[src/rtl/psr_cc_stack.sv]
// LC-3 processor status unit: N/Z/P condition codes, privilege, priority and a LIFO of saved PSRs.
// Latency: every output is registered and changes one cycle after the causing input. No backpressure:
// strobes are accepted every cycle. Define CC_FORWARD_EN to branch on the flags written in the same cycle.
module psr_cc_stack #(
    parameter int DATA_W      = 16,
    parameter int STACK_DEPTH = 4
) (
    input  logic              clk,
    input  logic              reset,
    input  logic [DATA_W-1:0] result,
    input  logic              cc_write,
    input  logic              br_eval,
    input  logic [2:0]        br_nzp,
    output logic              br_taken,
    input  logic              int_enter,
    input  logic [2:0]        int_pri,
    input  logic              rti,
    input  logic              psr_write,
    input  logic [15:0]       psr_wdata,
    input  logic              err_clr,
    output logic [15:0]       psr_out,
    output logic              n_flag,
    output logic              z_flag,
    output logic              p_flag,
    output logic              stk_full,
    output logic              stk_empty,
    output logic              stk_err
);
    localparam int CNT_W = $clog2(STACK_DEPTH + 1);

    typedef struct packed {
        logic       priv;
        logic [2:0] pri;
        logic [2:0] nzp;
    } psr_t;

    psr_t             psr_q, psr_d;
    psr_t             stk_q [STACK_DEPTH];
    psr_t             stk_d [STACK_DEPTH];
    psr_t             stk_top;
    logic [CNT_W-1:0] depth_q, depth_d;
    logic             br_taken_q, br_taken_d;
    logic             stk_err_q, stk_err_d;
    logic [2:0]       cls_nzp;
    logic [2:0]       wr_nzp;
    logic [2:0]       br_flags;
    logic             is_full, is_empty;

    assign is_full  = (depth_q == CNT_W'(STACK_DEPTH));
    assign is_empty = (depth_q == '0);

    always_comb begin
        cls_nzp = 3'b001;
        if (result[DATA_W-1])
            cls_nzp = 3'b100;
        else if (result == '0)
            cls_nzp = 3'b010;

        // A malformed CC field must never break the one-hot invariant; fall back to Z.
        wr_nzp = psr_wdata[2:0];
        if (!(wr_nzp == 3'b100 || wr_nzp == 3'b010 || wr_nzp == 3'b001))
            wr_nzp = 3'b010;

        stk_top = psr_q;
        for (int i = 0; i < STACK_DEPTH; i++)
            if (depth_q == CNT_W'(i + 1))
                stk_top = stk_q[i];
    end

    always_comb begin
        psr_d     = psr_q;
        depth_d   = depth_q;
        stk_d     = stk_q;
        stk_err_d = stk_err_q & ~err_clr;

        if (int_enter) begin
            if (is_full) begin
                stk_err_d = 1'b1;
            end else begin
                for (int i = 0; i < STACK_DEPTH; i++)
                    if (depth_q == CNT_W'(i))
                        stk_d[i] = psr_q;
                depth_d = depth_q + CNT_W'(1);
            end
            psr_d.priv = 1'b0;
            psr_d.pri  = int_pri;
        end else if (rti) begin
            if (is_empty) begin
                stk_err_d = 1'b1;
            end else begin
                psr_d   = stk_top;
                depth_d = depth_q - CNT_W'(1);
            end
        end else if (psr_write) begin
            psr_d.priv = psr_wdata[15];
            psr_d.pri  = psr_wdata[10:8];
            psr_d.nzp  = wr_nzp;
        end else if (cc_write) begin
            psr_d.nzp = cls_nzp;
        end

`ifdef CC_FORWARD_EN
        br_flags = psr_d.nzp;
`else
        br_flags = psr_q.nzp;
`endif
        br_taken_d = br_eval & |(br_nzp & br_flags);
    end

    always_ff @(posedge clk or posedge reset) begin
        if (reset) begin
            psr_q      <= '{priv: 1'b1, pri: 3'd0, nzp: 3'b010};
            depth_q    <= '0;
            br_taken_q <= 1'b0;
            stk_err_q  <= 1'b0;
        end else begin
            psr_q      <= psr_d;
            depth_q    <= depth_d;
            br_taken_q <= br_taken_d;
            stk_err_q  <= stk_err_d;
        end
    end

    // Saved entries are only meaningful below depth_q, so they need no reset.
    always_ff @(posedge clk) begin
        stk_q <= stk_d;
    end

    assign psr_out   = {psr_q.priv, 4'b0, psr_q.pri, 5'b0, psr_q.nzp};
    assign n_flag    = psr_q.nzp[2];
    assign z_flag    = psr_q.nzp[1];
    assign p_flag    = psr_q.nzp[0];
    assign stk_full  = is_full;
    assign stk_empty = is_empty;
    assign stk_err   = stk_err_q;
    assign br_taken  = br_taken_q;
endmodule
[config.mk]
export PLATFORM = sky130hd
export DESIGN_NAME = psr_cc_stack
export DESIGN_NICKNAME = d
export VERILOG_FILES = /design/src/rtl/psr_cc_stack.sv
export SDC_FILE = /design/constraint.sdc
export NUM_CORES = 1
export LEC_CHECK = 0
export ABC_AREA = 1
export ABC_CLOCK_PERIOD_IN_PS = 1960
export BUFFER_PORTS_ARGS = -buffer_cell sky130_fd_sc_hd__buf_2
export CORE_MARGIN = 2
export CORE_UTILIZATION = 46
export CTS_CLUSTER_SIZE = 24
export DETAILED_ROUTE_END_ITERATION = 8
export HOLD_SLACK_MARGIN = 0.12
export PLACE_DENSITY = 0.76
export SKIP_CTS_REPAIR_TIMING = 1
export SYNTH_ARGS = -nofsm -noshare
export SYNTH_HDL_FRONTEND = slang
export SYNTH_SLANG_ARGS = --single-unit
[constraint.sdc]
create_clock -name clk -period 1.96 [get_ports clk]
set_clock_uncertainty 0.15 [all_clocks]
set_input_delay 0.294 -clock clk [delete_from_list [all_inputs] [get_ports clk]]
set_output_delay 0.294 -clock clk [all_outputs]
set_load 0.02 [all_outputs]
Word level (Yosys, flattened, before mapping):

Index checks and enable logic that the tools add are counted.

* mux-type cells: 21
* bitwise operators: 6
* reduce and logical (&&, ||, !) cells: 15
* add/subtract/negate cells: 2
* eq/ne operators: 13

Operator list (number)
* $mux 7: 6
* $mux 3: 8
* $reduce_and 3->1: 6
* $logic_not 16->1: 1
* $eq 3x2->1 const B: 3
* $mux 4: 2
* $eq 3x1->1 const B: 2
* $eq 3x3->1 const B: 2
* $ne 2x2->1 const B: 3
* $ne 6x2->1 const B: 1
* $reduce_bool 3->1: 2
* $ne 5x1->1 const B: 1
* $mux 1: 4
* $reduce_and 4->1: 1
* $add 3x1->3 const B: 1
* $and 3x3->3: 1
* $logic_not 3->1: 1
* $ne 3x3->1 const B: 1
* $not 1->1: 3
* $reduce_or 3->1: 1
* $sub 3x1->3 const B: 1
* $and 1x1->1: 2
* $logic_or 1x1->1: 2
* $mux 2: 1
* $reduce_bool 2->1: 1

* logic and storage cells: 75
* bits of input ports: 46
* output and inout port bits: 23
* flip-flop bits (word level): 40

Longest topological paths before layout:

Gate-level depths: netlist (run 1).

* word-level depth: 8
* mapped depth: 12
* gate-level depth less buffers: 11

Least setup slack after synthesis (run 1):

Ideal clock, no wire load.

* kind: flip-flop to flip-flop
* from: reg depth_q[0]
* to: reg stk_q[0] (netlist name) (enable)
* path slack: 11 ps
* period minus slack after synthesis: 1949 ps
* library setup time: 360 ps
* arrival time: 1439 ps
* cell stages (with the launch flop): 8
* buffers on the path: 0
* required time: 1450 ps
* cells stage by stage: dfrtp_1 -> inv_1 -> ha_1 -> nand2_2 -> inv_2 -> nor2_1 -> inv_1 -> nor2_1

* cells in the longest elaborated chain, start to end: 3
* elaborated cells between the ends (all ways): 4
* classes of those cells: 2 x eq/ne; 1 x bitwise; 1 x reduce/logical

Ends and longest elaborated chain
* start, declared: RTL line 41 `logic [CNT_W-1:0] depth_q, depth_d;`
* start signal, assigned: RTL line 118 `depth_q <= depth_d;`
* $eq 3x3->1: RTL line 49 `assign is_full = (depth_q == CNT_W'(STACK_DEPTH));`
* via stk_full: RTL line 25 `output logic stk_full,`
* $not 1->1 (no source line)
* $reduce_and 3->1 (no source line)
* end signal, assigned: RTL line 126 `stk_q <= stk_d;`
* end, declared: RTL line 38 `psr_t stk_q [STACK_DEPTH];`

The timed path passes the listed nets, and every way through them passes these cells.
A chain may end at the register's enable or synchronous reset.

Worst setup path in the final report (run 1):

* from: reg depth_q[0]
* to: out stk_empty

* cells in the longest elaborated chain, start to end: 1

Ends and longest elaborated chain
* $logic_not 3->1: RTL line 50 `assign is_empty = (depth_q == '0);`
* end, declared: RTL line 26 `output logic stk_empty,`

Every way passes these cells.

==> impl_metrics.ini, run 1 <==
[setup_path]
crit_path_start_kind = flop
worstPathRequired_ns = 1.52
worstSetupEndpointType = output port
cp.arrival_ns = 1.45
rrSetupSlack_ns = 0.13
crit_fanout = 4
critPathKind = reg -> out

[cts]
cts.clk_slew.worst_paths_ns = 0.07
insertion_delay_ns = 0.29
cts_root_buffer = clkbuf_8
cts_max_path_buffers = 2
cts_tree = done
cts-buffers-inserted = 5
clock_sinks = 40
h-tree-depth = 2

[placement]
postPlaceCellArea_sq_um = 2480
io_buffer_count = 50
dp_slack_ns = 0.118
dp_hpwl_mm = 3.30
gp_congestion = 0.826

[yosys]
yosys_register_bits = 40
synth_seq_area_share_pct = 52.3
yosys.area_share.simple_pct = 24.3
syn_inst = 252
synth_xor_area_share_pct = 1.20
synth_adder_area_share_pct = 3.43
synth_compound_area_share_pct = 6.17
ys_types = 27
yosys_most_used_dff = edfxtp_1
synth_top_family_by_area = simple AND/OR/NAND/NOR gates
async_reset_ff_share_pct = 30.0
synth_enable_flop_cells = 28
syn_area_sq_um = 2190
muxShareOfSynthArea_pct = 0
ys_warn_count = 0
syn_avg_cell_area_sq_um = 8.68

[die]
rows = 25
die_area_sq_um = 5330
initial_core_util_pct = 47.0
die_w_um = 73.0
fp.dieH_um = 73.0
core_sq_um = 4660
io_pins = 69

[layout]
syn_to_final_growth_pct = 18.6
drive_above_1_share_pct = 26.8
n_antenna_cell = 0
fin_nets = 365
finalInstanceArea_sq_um = 2600
final_common_cell = nand2_1
layout_common_cells = nand2_1 (66), buf_2 (50), nor2_1 (38)

[sta]
layout_min_cycle_time_ns = 1.90
drv_slew = 0
tightest_slew_ns = 0.531
relSlewSlack_pct = 64.6
setup-tns-final_ns = 0
setup_violations = 0
hold_violations = 0
fin_crit_sh_pct = 96.9
layout_setup_ws_ns = 0.0617
hold_ws_ns = 0.141
rsz0062_at_grt = no
max_freq_mhz = 527

[route]
dr.pass1.iters = 4
via_count = 1780
detail_route.vias_per_cell = 4.84
wl_per_cell_um = 11.8
drcViolationCount = 0
postRouteAntennaNets = 0
drtIter0Drc = 72
routed_wl_mm = 4.35

[global_routing]
grt_use_total_pct = 18.6
grt_overflow_total = 0
antenna_found_initial = 0
grt_pass1_vias = 1701
grt_pass1_wl_mm = 7.45
grt_max_degree = 15

[flow_run]
cap_violations = 0

[run_status]
outcome = finished clean

[pwr]
power_density_nw_per_um2 = 1250
power.leakage_nw = 1.33
ir_worst_vdd_mv = 0.779

[worst_hold_path]
hp-class = in -> reg
## area by class of cell
type,count,area (sq um)
fillers,416,2060
flip-flops and latches,40,1140
multi-input cells,166,805
repair buffers,61,340
inverters,39,159
clock buffers,7,76.3
well taps,54,67.6
clock inverters,1,5.00
## synth_stat cells (3+ instances only)
| library cell | number | area, sq um |
|---|---|---|
| o21ai_0 | 7 | 35.0 |
| inv_1 | 31 | 116 |
| nor2_1 | 38 | 143 |
| a21oi_1 | 8 | 40.0 |
| a22oi_1 | 3 | 22.5 |
| buf_4 | 13 | 97.6 |
| dfrtp_1 | 10 | 250 |
| edfxtp_1 | 28 | 841 |
| nand3_2 | 3 | 30.0 |
| inv_2 | 7 | 26.3 |
| nand3_1 | 14 | 70.1 |
| ha_1 | 6 | 75.1 |
| nand2_1 | 66 | 248 |
## worst paths after layout
check | startpoint | depth (start not counted) | endpoint
setup / recovery | depth_q[0]$_DFFE_PP0P_ | 5 | stk_empty
hold / removal | psr_wdata[15] | 5 | psr_out[15]$_DFFE_PP1P_
setup reg to reg | depth_q[0]$_DFFE_PP0P_ | 8 | stk_q[1]$_DFFE_PP_
hold reg to reg | depth_q[0]$_DFFE_PP0P_ | 1 | depth_q[0]$_DFFE_PP0P_
max in group asynchronous | reset | 3 | psr_out[15]$_DFFE_PP1P_
min in group asynchronous | reset | 3 | br_flags[0]$_DFFE_PP0P_
## kinds of logic after synthesis
logic type	count (synthesis)
flops	40
compound gates	22
xor+xnor	3
simple gates	126
buf+inv	54
fa+ha+maj	6
other cells	1
## sequential cells by signal, summed over array words and instances (netlist names)
signal    cells
br_flags      3
depth_q       3
psr_out       4
br_taken      1
stk_q        28
stk_err       1
## per-stage QoR
step,utilization (%),instances,power [mW]
after global placement,53.3,357,2.73
after global routing,55.7,368,3.53
final,55.7,368,3.26
after detailed placement,53.3,357,2.77
after floorplan,-,260,2.38
after CTS,55.0,365,3.28
## critical path, cell delays in order (launching register included)
cell	delay, ns
dfrtp_1	0.42
inv_1	0.12
ha_1	0.23
nand2_1	0.10
inv_1	0.12
buf_2	0.18
## power breakdown
group | leakage, nW | internal (mW) | switching [mW]
sequential | 0.395 | 1.21 | 0.171
clock | 0.0422 | 0.249 | 0.259
combinational | 0.892 | 0.491 | 0.872
## metal layers
metal,up-vias,part of all wire (%),track usage (%)
met4,0,1.3,5.97
met2,48,50,32.7
met5,-,0,0
met1,829,44,22.9
li1,898,-,-
met3,5,5.0,3.87
(Power assumes the default switching activity.)
==> inputs of run 2 (changes only) <==
MAX_ROUTING_LAYER = met4   (was unset)
==> run 2 against run 1 <==
First-iteration DRC count decreased by 4.2%. Sequential power barely moved. Total power about the same. Maximum frequency about the same. Largest cell class unchanged. Largest power group unchanged. Highest routed layer unchanged.
==> impl_metrics.ini, run 2 (synthesis results as in run 1) <==
[global_routing]
grt_pass1_wl_mm = 7.45
grt_overflow_total = 0
grt_max_degree = 15
grt_use_total_pct = 19.2
antenna_found_initial = 0
grt_pass1_vias = 1702

[pwr]
power.leakage_nw = 1.33
power_density_nw_per_um2 = 1250
ir_worst_vdd_mv = 0.779

[layout]
largest-register = stk_q
n_antenna_cell = 0
final_common_cell = nand2_1
multi_input_area_sq_um = 805
layout_common_cells = nand2_1 (66), buf_2 (50), nor2_1 (38)
regArea_sq_um = 1140
drive_above_1_share_pct = 26.8
fill_cells = 416
syn_to_final_growth_pct = 18.6
fin_nets = 365
largest_reg_flops = 28

[cts]
clock_sinks = 40
insertion_delay_ns = 0.29
h-tree-depth = 2
cts_max_path_buffers = 2
cts_root_buffer = clkbuf_8
cts_tree = done
cts-buffers-inserted = 5
cts.clk_slew.worst_paths_ns = 0.07

[setup_path]
cp.arrival_ns = 1.45
worstSetupEndpointType = output port
r2r_start = depth_q[0]$_DFFE_PP0P_
critPathKind = reg -> out
crit_fanout = 4
rr_worst_depth = 8
critPathMaxStageDelay_ns = 0.42
r2r_end = stk_q[1]$_DFFE_PP_
crit_path_start_kind = flop
cp_common_cell = inv_1
rrSetupSlack_ns = 0.13
worstPathRequired_ns = 1.52
crit_slowest_cell = dfrtp_1
path_cells = inv_1 > ha_1 > nand2_1 > inv_1 > buf_2

[sta]
drv_slew = 0
hold_violations = 0
tightest_slew_ns = 0.531
setup_violations = 0
max_freq_mhz = 527
layout_min_cycle_time_ns = 1.90
fin_crit_sh_pct = 96.8
setup-tns-final_ns = 0
relSlewSlack_pct = 64.6
rsz0062_at_grt = no
layout_setup_ws_ns = 0.0624

[flow_run]
cap_violations = 0

[route]
drtIter0Drc = 69
routed_wl_mm = 4.35
wl_per_cell_um = 11.8
detail_route.vias_per_cell = 4.84
drcViolationCount = 0
dr.pass1.iters = 4
postRouteAntennaNets = 0
via_count = 1781

[placement]
dp_hpwl_mm = 3.30
dp_slack_ns = 0.118
gp_congestion = 0.838
io_buffer_count = 50

[worst_hold_path]
min-delay-start = psr_wdata[15]
hp-class = in -> reg
min_to = psr_out[15]$_DFFE_PP1P_
whs_path_depth = 5

[die]
fp.dieH_um = 73.0
core_sq_um = 4660
die_area_sq_um = 5330
rows = 25
initial_core_util_pct = 47.0
die_w_um = 73.0
io_pins = 69

[run_status]
outcome = finished clean
[run 2: cell counts in the layout (fill, tap and decap cells not counted)]
Identical to the previous run, type by type.
[run 2: area by class of cell]
class                   instances  area share (%)
multi-input cells             166            31.0
repair buffers                 61            13.1
clock buffers                   7            2.94
clock inverters                 1           0.193
inverters                      39            6.12
well taps                      54            2.60
flip-flops and latches         40            44.0
[run 2: worst max-delay path, delay by kind of cell, from the launching register on]
kind | cells | cell delay [ns]
flops | 1 | 0.42
buf+inv | 3 | 0.42
fa+ha+maj | 1 | 0.23
simple gates | 1 | 0.10
[run 2: worst max path at each step]
stage	startpoint	end	slack (ns)	depth (start not counted)
2_1_floorplan	depth_q[0]$_DFFE_PP0P_	stk_q[0]$_DFFE_PP_	0.01	7
3_3_place_gp	depth_q[0]$_DFFE_PP0P_	stk_q[2]$_DFFE_PP_	0.13	8
3_5_place_dp	depth_q[0]$_DFFE_PP0P_	psr_out[9]$_DFFE_PP0P_	0.12	11
4_1_cts	depth_q[0]$_DFFE_PP0P_	stk_empty	0.06	5
5_1_grt	depth_q[1]$_DFFE_PP0P_	stk_empty	0.0004	5
6_report	depth_q[0]$_DFFE_PP0P_	stk_empty	0.06	5
[run 2: through the flow]
step	util, %	area [sq um]	cells	power (mW)	hold WS (ns)
after global placement	53.3	2480	357	2.73	0.212
after global routing	55.7	2600	368	3.53	0.170
after detailed placement	53.3	2480	357	2.77	0.211
final	55.7	2600	368	3.26	0.141
after floorplan	-	2220	260	2.38	0.00727
after CTS	55.0	2560	365	3.28	-0.101
[run 2: report_power, final]
| part | leakage [nW] | switching, mW | internal, mW | total [mW] |
|---|---|---|---|---|
| Clock | 0.0422 | 0.259 | 0.249 | 0.509 |
| Sequential | 0.395 | 0.171 | 1.21 | 1.38 |
| Combinational | 0.892 | 0.872 | 0.491 | 1.36 |
| Total | 1.33 | 1.30 | 1.95 | 3.26 |
[run 2: metal layers]
| layer | global-route usage [%] | routed length [um] | vias to the layer above |
|---|---|---|---|
| li1 | - | - | 898 |
| met1 | 22.9 | 1910 | 829 |
| met2 | 32.7 | 2170 | 48 |
| met3 | 3.87 | 220 | 6 |
| met4 | 5.97 | 55 | 0 |
| met5 | - | 0 | - |
==> inputs of run 3 (changes only) <==
ABC_CLOCK_PERIOD_IN_PS = 1600   (was 1960)
clock period = 1.6 ns   (was 1.96 ns; I/O delays follow)
==> run 3 against run 2 <==
The run now ends with setup timing left. Final cell count is 5.7% higher. Largest power group is now combinational cells. Critical path depth is 1 higher. Largest cell class unchanged. Sequential share of layout area is 6.1 points lower.
==> impl_metrics.ini, run 3 (synthesis results as in run 1) <==
[route]
via_count = 1877
drtIter0Drc = 99
detail_route.vias_per_cell = 4.83
drcViolationCount = 0
postRouteAntennaNets = 0
routed_wl_mm = 4.99
dr.pass1.iters = 4
wl_per_cell_um = 12.8

[worst_hold_path]
min-delay-start = br_nzp[0]
hp-class = in -> reg
min_to = br_taken$_DFF_PP0_
whs_path_depth = 5

[layout]
finalInstanceArea_sq_um = 3020
largest_reg_flops = 28
final_common_cell = nand2_1
n_antenna_cell = 0
largest-register = stk_q
drive_above_1_share_pct = 40.3
fin_nets = 386
layout_common_cells = nand2_1 (58), buf_2 (48), nor2_1 (32)
syn_to_final_growth_pct = 38.1

[setup_path]
r2r_end = psr_out[10]$_DFFE_PP0P_
crit_path_start_kind = flop
r2r_start = depth_q[0]$_DFFE_PP0P_
rr_worst_depth = 10
cp.arrival_ns = 1.34
worstPathRequired_ns = 1.21
critPathKind = reg -> out
rrSetupSlack_ns = -0.12
crit_fanout = 3
worstSetupEndpointType = output port

[pwr]
ir_worst_vdd_mv = 1.28
power_density_nw_per_um2 = 1680
p_total_mw = 5.09
power.leakage_nw = 1.47

[placement]
io_buffer_count = 50
postPlaceCellArea_sq_um = 2610
dp_hpwl_mm = 3.39
gp_congestion = 0.826

[sta]
hold_violations = 0
layout_setup_ws_ns = -0.127
hold_ws_ns = 0.103
max_freq_mhz = 579
fin_crit_sh_pct = 108
tightest_slew_ns = 0.547
relSlewSlack_pct = 63.5
setup_violations = 24
rsz0062_at_grt = yes
layout_min_cycle_time_ns = 1.73
drv_slew = 0

[global_routing]
grt_pass1_vias = 1669
grt_pass1_wl_mm = 7.46
grt_max_degree = 15
grt_overflow_total = 0
antenna_found_initial = 0
grt_use_total_pct = 19.2

[run_status]
outcome = complete, but fails checks
violations = setup timing

[cts]
cts.clk_slew.worst_paths_ns = 0.08
clock_sinks = 40
cts_max_path_buffers = 2
cts-buffers-inserted = 5
h-tree-depth = 2
cts_tree = done
insertion_delay_ns = 0.30
cts_root_buffer = clkbuf_8

[die]
initial_core_util_pct = 47.0
rows = 25
fp.dieH_um = 73.0
die_w_um = 73.0
die_area_sq_um = 5330
core_sq_um = 4660
io_pins = 69

[flow_run]
cap_violations = 0
[run 3: cell types whose count changed in the layout (fill, tap and decap cells not counted), sizes merged]
cell / delta
buf: +20
clkbuf: -2
inv: +1
bufinv: +1
clkinvlp: +1
clkinv: -1
dlygate4sd3: +1
[run 3: final cells by class]
| cell class | instances | area (sq um) |
|---|---|---|
| Timing Repair Buffer | 82 | 548 |
| Fill cell | 342 | 1640 |
| Inverter | 39 | 171 |
| Clock buffer | 5 | 68.8 |
| Clock inverter | 3 | 46.3 |
| Tap cell | 54 | 67.6 |
| Multi-Input combinational cell | 166 | 973 |
| Sequential cell | 40 | 1150 |
[run 3: worst max path at each step]
stage	start	to	slack (ns)
after CTS	depth_q[1]$_DFFE_PP0P_	stk_empty	-0.31
after global placement	depth_q[1]$_DFFE_PP0P_	stk_q[4]$_DFFE_PP_	-0.07
final	depth_q[0]$_DFFE_PP0P_	stk_full	-0.13
after global routing	depth_q[0]$_DFFE_PP0P_	psr_out[10]$_DFFE_PP0P_	-0.21
after floorplan	depth_q[0]$_DFFE_PP0P_	stk_q[0]$_DFFE_PP_	-0.07
after detailed placement	depth_q[1]$_DFFE_PP0P_	stk_q[3]$_DFFE_PP_	-0.11
[run 3: layer usage]
| layer | share of wire, % | wire length (um) | global-route usage, % |
|---|---|---|---|
| met4 | 2.0 | 100 | 7.61 |
| met1 | 42 | 2080 | 23.2 |
| met2 | 52 | 2610 | 31.4 |
| met3 | 3.9 | 193 | 4.01 |
| met5 | 0 | 0 | - |
[run 3: per-stage QoR]
| stage | util (%) | setup TNS, ns | worst slack [ns] | instances |
|---|---|---|---|---|
| finish | 64.8 | -1.23 | -0.127 | 389 |
| global route | 64.8 | -3.41 | -0.213 | 389 |
| CTS | 58.5 | -2.29 | -0.310 | 377 |
| detailed placement | 56.1 | -1.26 | -0.110 | 369 |
| global placement | 56.1 | -0.765 | -0.0734 | 369 |
| floorplan | - | -0.761 | -0.0672 | 260 |
[run 3: power breakdown]
| part | internal [mW] | leakage (nW) | switching [mW] |
|---|---|---|---|
| Combinational | 1.12 | 1.02 | 1.41 |
| Clock | 0.469 | 0.0548 | 0.365 |
| Sequential | 1.49 | 0.393 | 0.238 |
| Total | 3.08 | 1.47 | 2.01 |
[run 3: worst max-delay path: stages, from the launching register on]
cell and delay [ns]:
dfrtp_2 0.46, inv_4 0.10, ha_4 0.15, nand2_4 0.06, inv_4 0.08, buf_6 0.09
buf_6 0.10
